**src/rtl/scale_mode_sequencer.sv**
```systemverilog
// Mode-change sequencer for the image-scaling display path: debounces the mode
// switches, blanks on a frame boundary, restarts the copier, then commits geometry.
module scale_mode_sequencer #(
  parameter int IMG_W           = 160,
  parameter int IMG_H           = 120,
  parameter int SCR_W           = 640,
  parameter int SCR_H           = 480,
  parameter int DEBOUNCE_CYCLES = 500000,
  parameter int RST_CYCLES      = 4,
  parameter int TIMEOUT_CYCLES  = 2000000
) (
  input  logic       clk_50MHz,
  input  logic       vga_reset,
  input  logic [3:0] sw,
  input  logic       vsync_in,
  input  logic       copy_done,
  output logic       copier_rst_n,
  output logic [3:0] mode,
  output logic [9:0] img_w_amp,
  output logic [9:0] img_h_amp,
  output logic [9:0] x_offset,
  output logic [9:0] y_offset,
  output logic       display_en,
  output logic       busy,
  output logic       timeout_err
);

  typedef enum logic [2:0] {
    BOOT_RST,
    WAIT_DONE,
    COMMIT,
    WAIT_FRAME_ON,
    IDLE,
    WAIT_FRAME_OFF
  } state_t;

  typedef struct packed {
    logic [9:0] w;
    logic [9:0] h;
    logic [9:0] x;
    logic [9:0] y;
  } geom_t;

  localparam int CNT_MAX = (TIMEOUT_CYCLES > RST_CYCLES) ? TIMEOUT_CYCLES : RST_CYCLES;
  localparam int CNT_W   = $clog2(CNT_MAX + 1);
  localparam int DB_W    = $clog2(DEBOUNCE_CYCLES + 1);

  localparam logic [9:0] RST_W = 10'(IMG_W * 2);
  localparam logic [9:0] RST_H = 10'(IMG_H * 2);
  localparam logic [9:0] RST_X = 10'((SCR_W - IMG_W * 2) / 2);
  localparam logic [9:0] RST_Y = 10'((SCR_H - IMG_H * 2) / 2);

  // Scale factor is 2 or 4, so multiply/divide reduce to shifts.
  function automatic geom_t geom_of(input logic [3:0] m);
    geom_t      g;
    logic [9:0] w_src;
    logic [9:0] h_src;
    w_src = 10'(IMG_W);
    h_src = 10'(IMG_H);
    case (m)
      4'b0000, 4'b1000, 4'b0010: begin
        g.w = m[3] ? (w_src << 2) : (w_src << 1);
        g.h = m[3] ? (h_src << 2) : (h_src << 1);
      end
      4'b0001, 4'b0011, 4'b1001: begin
        g.w = m[3] ? (w_src >> 2) : (w_src >> 1);
        g.h = m[3] ? (h_src >> 2) : (h_src >> 1);
      end
      default: begin
        g.w = w_src;
        g.h = h_src;
      end
    endcase
    g.x = (10'(SCR_W) - g.w) >> 1;
    g.y = (10'(SCR_H) - g.h) >> 1;
    return g;
  endfunction

  logic [3:0]      sw_meta_q, sw_sync_q;
  logic            vs_meta_q, vs_sync_q, vs_prev_q;
  logic [3:0]      cand_q, cand_d;
  logic [DB_W-1:0] db_cnt_q, db_cnt_d;
  logic [3:0]      stable_q, stable_d;

  state_t           state_q, state_d;
  logic [CNT_W-1:0] cnt_q, cnt_d;
  logic [3:0]       pending_q, pending_d;
  logic [3:0]       mode_q, mode_d;
  geom_t            geom_q, geom_d;
  logic             disp_q, disp_d;
  logic             crst_n_q, crst_n_d;
  logic             terr_q, terr_d;

  logic frame_start;
  logic change_req;

  assign frame_start = vs_prev_q & ~vs_sync_q;
  // pending_q is the committed mode in IDLE and the in-flight mode while busy.
  assign change_req  = (stable_q != pending_q);

  always_comb begin
    // NOTE: every _d gets its hold value first so no path leaves it unassigned (no latch).
    cand_d   = cand_q;
    db_cnt_d = db_cnt_q;
    stable_d = stable_q;
    if (sw_sync_q != cand_q) begin
      cand_d   = sw_sync_q;
      db_cnt_d = '0;
    end else if (db_cnt_q == DB_W'(DEBOUNCE_CYCLES - 1)) begin
      stable_d = cand_q;
    end else begin
      db_cnt_d = db_cnt_q + 1'b1;
    end
  end

  always_comb begin
    state_d   = state_q;
    cnt_d     = cnt_q;
    pending_d = pending_q;
    mode_d    = mode_q;
    geom_d    = geom_q;
    disp_d    = disp_q;
    crst_n_d  = crst_n_q;
    terr_d    = terr_q;
    case (state_q)
      BOOT_RST: begin
        if (cnt_q == CNT_W'(RST_CYCLES - 1)) begin
          crst_n_d = 1'b1;
          cnt_d    = '0;
          state_d  = WAIT_DONE;
        end else begin
          cnt_d = cnt_q + 1'b1;
        end
      end
      WAIT_DONE: begin
        // copy_done is stale until the copier has been out of reset for 2 cycles.
        if (cnt_q >= CNT_W'(2) && copy_done) begin
          cnt_d   = '0;
          state_d = COMMIT;
        end else if (cnt_q == CNT_W'(TIMEOUT_CYCLES - 1)) begin
          terr_d  = 1'b1;
          cnt_d   = '0;
          state_d = COMMIT;
        end else begin
          cnt_d = cnt_q + 1'b1;
        end
      end
      COMMIT: begin
        geom_d  = geom_of(pending_q);
        state_d = WAIT_FRAME_ON;
      end
      WAIT_FRAME_ON: begin
        if (frame_start) begin
          disp_d  = 1'b1;
          state_d = IDLE;
        end
      end
      IDLE: begin
        if (change_req) begin
          pending_d = stable_q;
          state_d   = WAIT_FRAME_OFF;
        end
      end
      WAIT_FRAME_OFF: begin
        if (frame_start) begin
          disp_d   = 1'b0;
          crst_n_d = 1'b0;
          mode_d   = pending_q;
          cnt_d    = '0;
          state_d  = BOOT_RST;
        end
      end
      default: state_d = BOOT_RST;
    endcase
  end

  always_ff @(posedge clk_50MHz or negedge vga_reset) begin
    if (!vga_reset) begin
      sw_meta_q <= '0;
      sw_sync_q <= '0;
      vs_meta_q <= 1'b1;
      vs_sync_q <= 1'b1;
      vs_prev_q <= 1'b1;
      cand_q    <= '0;
      db_cnt_q  <= '0;
      stable_q  <= '0;
      state_q   <= BOOT_RST;
      cnt_q     <= '0;
      pending_q <= '0;
      mode_q    <= '0;
      geom_q    <= '{RST_W, RST_H, RST_X, RST_Y};
      disp_q    <= 1'b0;
      crst_n_q  <= 1'b0;
      terr_q    <= 1'b0;
    end else begin
      // NOTE: non-blocking so every register samples the same pre-edge values.
      sw_meta_q <= sw;
      sw_sync_q <= sw_meta_q;
      vs_meta_q <= vsync_in;
      vs_sync_q <= vs_meta_q;
      vs_prev_q <= vs_sync_q;
      cand_q    <= cand_d;
      db_cnt_q  <= db_cnt_d;
      stable_q  <= stable_d;
      state_q   <= state_d;
      cnt_q     <= cnt_d;
      pending_q <= pending_d;
      mode_q    <= mode_d;
      geom_q    <= geom_d;
      disp_q    <= disp_d;
      crst_n_q  <= crst_n_d;
      terr_q    <= terr_d;
    end
  end

  assign copier_rst_n = crst_n_q;
  assign mode         = mode_q;
  assign img_w_amp    = geom_q.w;
  assign img_h_amp    = geom_q.h;
  assign x_offset     = geom_q.x;
  assign y_offset     = geom_q.y;
  assign display_en   = disp_q;
  assign busy         = (state_q != IDLE);
  assign timeout_err  = terr_q;

endmodule

```
**config.mk**
```make
export PLATFORM = sky130hd
export DESIGN_NAME = scale_mode_sequencer
export DESIGN_NICKNAME = d
export VERILOG_FILES = /design/src/rtl/scale_mode_sequencer.sv
export SDC_FILE = /design/constraint.sdc
export NUM_CORES = 1
export LEC_CHECK = 0
export BUFFER_PORTS_ARGS = -buffer_cell sky130_fd_sc_hd__clkbuf_2
export CAP_MARGIN = 20
export CORE_MARGIN = 4
export CORE_UTILIZATION = 49
export DETAILED_ROUTE_END_ITERATION = 8
export PLACE_DENSITY = 0.71
export SETUP_SLACK_MARGIN = 0.5
export SLEW_MARGIN = 20
export SYNTH_ARGS = -nofsm -noshare
export SYNTH_HDL_FRONTEND = slang
export SYNTH_SLANG_ARGS = --single-unit
export TNS_END_PERCENT = 5
```
**constraint.sdc**
```tcl
create_clock -name clk_50MHz -period 2.99 [get_ports clk_50MHz]
set_input_delay 0 -clock clk_50MHz [delete_from_list [all_inputs] [get_ports clk_50MHz]]
set_output_delay 0 -clock clk_50MHz [all_outputs]
set_load 0.02 [all_outputs]
```
==> results.toml <==
[timing]
fin_crit_ns = 2.42
tightest_slew_ns = 0.784
clock.fmax_mhz = 413
setup_slack_ns = 0.566
rsz0062_at_grt = "true"
holdWs_ns = 0.110
final_max_slew_viol_count = 0
hold_viol = 0
setup_viol = 0
tns_ns = 0
finalCritPeriodShare_pct = 81.1
slew-limit-headroom_pct = 47.3
finalClockSkew_ns = 0.0120

[synthesis]
synth_cell_types = 53
async_reset_ff_share_pct = 100
netlist_top_cells_count = "dfrtp_1, nand2_1, nor2_1"
synthCells = 447
ys_seq_area_share_pct = 54.8
yosys.area.top_type_share_pct = 46.2
yosysTopAreaCell = "dfrtp_1"
synthTopCellsByArea = "dfrtp_1, dfstp_2, nand2_1, nor2_1, xor2_1"
avgSynthCellArea_um2 = 10.3
yosysWarnings = 0
syn_area_mm2 = 0.00460
ys.flop_type = "dfrtp_1"
synth_edf_count = 0
ys_ff_latch = 100
synth_most_common_cell = "dfrtp_1"

[clock_network]
clk_latency_ns = 0.37
cts_max_level = 3
cts_buffer_depth = 2
cts_buffers = 9
clk_pin_slew_ns = 0.11
cts_tree = "done"
cts_sinks = 100
clock_tree.root_cell = "clkbuf_8"

[route]
drt-total-wl_um = 8570
via_per_inst = 5.22
routedLengthMet1_um = 4070
drt_iter0_drc = 108
highest_layer = "met4"
met3WireLength_um = 269
wl_met2_um = 4120
routedWlPerCell_um = 14.1
vias = 3166
firstDrtPassIters = 4
drc = 0
ant_nets = 0

[power_and_ir_drop]
ir_drop_mv = 0.384
p_per_area_mw_per_mm2 = 686
power_mw = 3.52
p_leak_nw = 2.40

[min_path]
hold_class = "input pin to flop"

[floorplanning]
fp-row-count = 35
start_util_pct = 50.1
die_y_um = 105
pin_count = 56
die_area_mm2 = 0.0110
core-area_mm2 = 0.00920
die_w_um = 105

[setup_path]
crit_family = "simple AND/OR/NAND/NOR gates"
max_stage_delay_ns = 0.55
critPathRequiredTime_ns = 3.25
setup.worst_path.start_class = "flop"
critical_path_buf_inv_count = 0
crit_arrival_ns = 2.69
path_cells = "or4b_1 -> or4_1 -> or2_4 -> nor2_4 -> mux2_1"
critPathKind = "flop to flop"
endpoint_kind = "flop"
critPathSlowestCell = "or4_1"
cp_max_fo = 11

[final_layout]
final_nets = 503
diodes = 0
register_area_mm2 = 0.00252
area_growth_pct = 11.6
fin_util_pct = 55.9
nFillCells = 793
multiInputGateArea_mm2 = 0.00189
layout-drive-gt1-share_pct = 19.2

[global_routing]
grt_pass1_wl_um = 15400
grt_pass1_vias = 3207
grt_max_degree = 64
antenna_found_initial = 0
grt_usage_pct = 17.1
grt_overflow_total = 0

[place]
dp_hpwl_um = 6230
finalWeightedCongestion = 0.888
io_buffers = 46
dp_slack_ns = 0.508

[run_status]
outcome = "completed"

[job]
drv_cap = 0
## cells in the final DEF (no fill, tap or decap), types with 2 or more instances in the layout
master,n
nor2b_1,2
clkbuf_8,9
nor2_1,56
o21ai_0,16
and2_1,5
a31oi_1,4
nand3b_1,2
dlygate4sd3_1,6
clkbuf_2,45
or3_1,4
nor4_1,5
a21oi_1,8
o21a_1,4
buf_4,6
nand2b_1,3
xor2_1,24
and3_1,6
nor3b_1,2
a21o_1,5
xnor2_1,17
nor3_1,4
mux2i_1,2
o211a_1,3
nand4_1,16
and4_1,2
clkinv_8,4
nand3_1,15
dfstp_2,15
o22a_1,3
mux2_2,8
or4b_1,2
ha_1,5
nand2_1,56
conb_1,9
dfrtp_1,85
mux2_1,4
or4_1,3
inv_1,11
inv_6,2
## through the flow
stage,cell area (um^2),instances
2_1_floorplan,4630,455
3_3_place_gp,4860,584
3_5_place_dp,4860,584
4_1_cts,5130,606
5_1_grt,5140,606
6_report,5140,606
## state kept, by name, indices dropped and copies added, names as in the netlist, 3 cells and up
register and count:
sw_sync_q 4, cnt_q 21, img_w_amp 6, x_offset 6, img_h_amp 6, pending_q 4
y_offset 9, db_cnt_q 19, cand_q 4, stable_q 4, mode 4, state_q 3
sw_meta_q 4
## report_power, final
part / leakage [nW] / total [mW] / internal, mW / switching [mW]
Sequential: 1.29 / 1.71 / 1.55 / 0.155
Clock: 0.105 / 0.872 / 0.338 / 0.534
Combinational: 1.01 / 0.943 / 0.337 / 0.606
Total: 2.40 / 3.52 / 2.23 / 1.30
## path summary, 6_finish.rpt
kind,from,cells past startpoint,to,slack [ns]
max reg2reg,db_cnt_q[10]$_DFFE_PN0N_,5,stable_q[2]$_DFFE_PN0P_,0.57
min in group asynchronous,vga_reset,2,sw_sync_q[3]$_DFF_PN0_,0.23
max in group asynchronous,vga_reset,3,y_offset[4]$_DFFE_PN1P_,1.95
max,db_cnt_q[10]$_DFFE_PN0N_,5,stable_q[2]$_DFFE_PN0P_,0.57
min,copy_done,5,timeout_err$_DFFE_PN0P_,0.11
min reg2reg,sw_meta_q[3]$_DFF_PN0_,0,sw_sync_q[3]$_DFF_PN0_,0.36
## worst min-delay path: cells and delay by family
kind / cells / cell delay (ns)
simple gates: 1 / 0.05
buf+inv: 2 / 0.14
compound gates: 2 / 0.25
## cells by family (layout without fill, tap and decap cells)
| family | count (synthesis) | after routing | share of synthesized area, % |
|---|---|---|---|
| mux | 14 | 14 | 3.37 |
| buf+inv | 44 | 84 | 4.95 |
| other cells | 1 | 9 | 0.0814 |
| fa+ha+maj | 5 | 5 | 1.36 |
| compound gates | 53 | 53 | 7.72 |
| xor+xnor | 41 | 41 | 7.80 |
| simple gates | 189 | 189 | 20.0 |
| flops | 100 | 100 | 54.8 |
## cell type report
class	count	area share, %
flip-flops and latches	100	49.1
multi-input cells	311	36.8
repair buffers	57	6.43
well taps	111	2.70
clock buffers	9	2.41
clock inverters	7	1.78
inverters	11	0.804
## repair_timing
action,CTS,global route
endpoints found under the setup margin,0,10
hold buffers,6,0
resized for setup,0,1
endpoints found under the hold margin,55,0
setup buffers,0,0
## layer usage
| metal | track usage (%) | vias up |
|---|---|---|
| met5 | 0 | - |
| met4 | 4.40 | 0 |
| met3 | 4.51 | 7 |
| met2 | 27.5 | 49 |
| met1 | 23.1 | 1525 |
| li1 | - | 1585 |
Note: power is estimated with default switching activity, not from simulation.
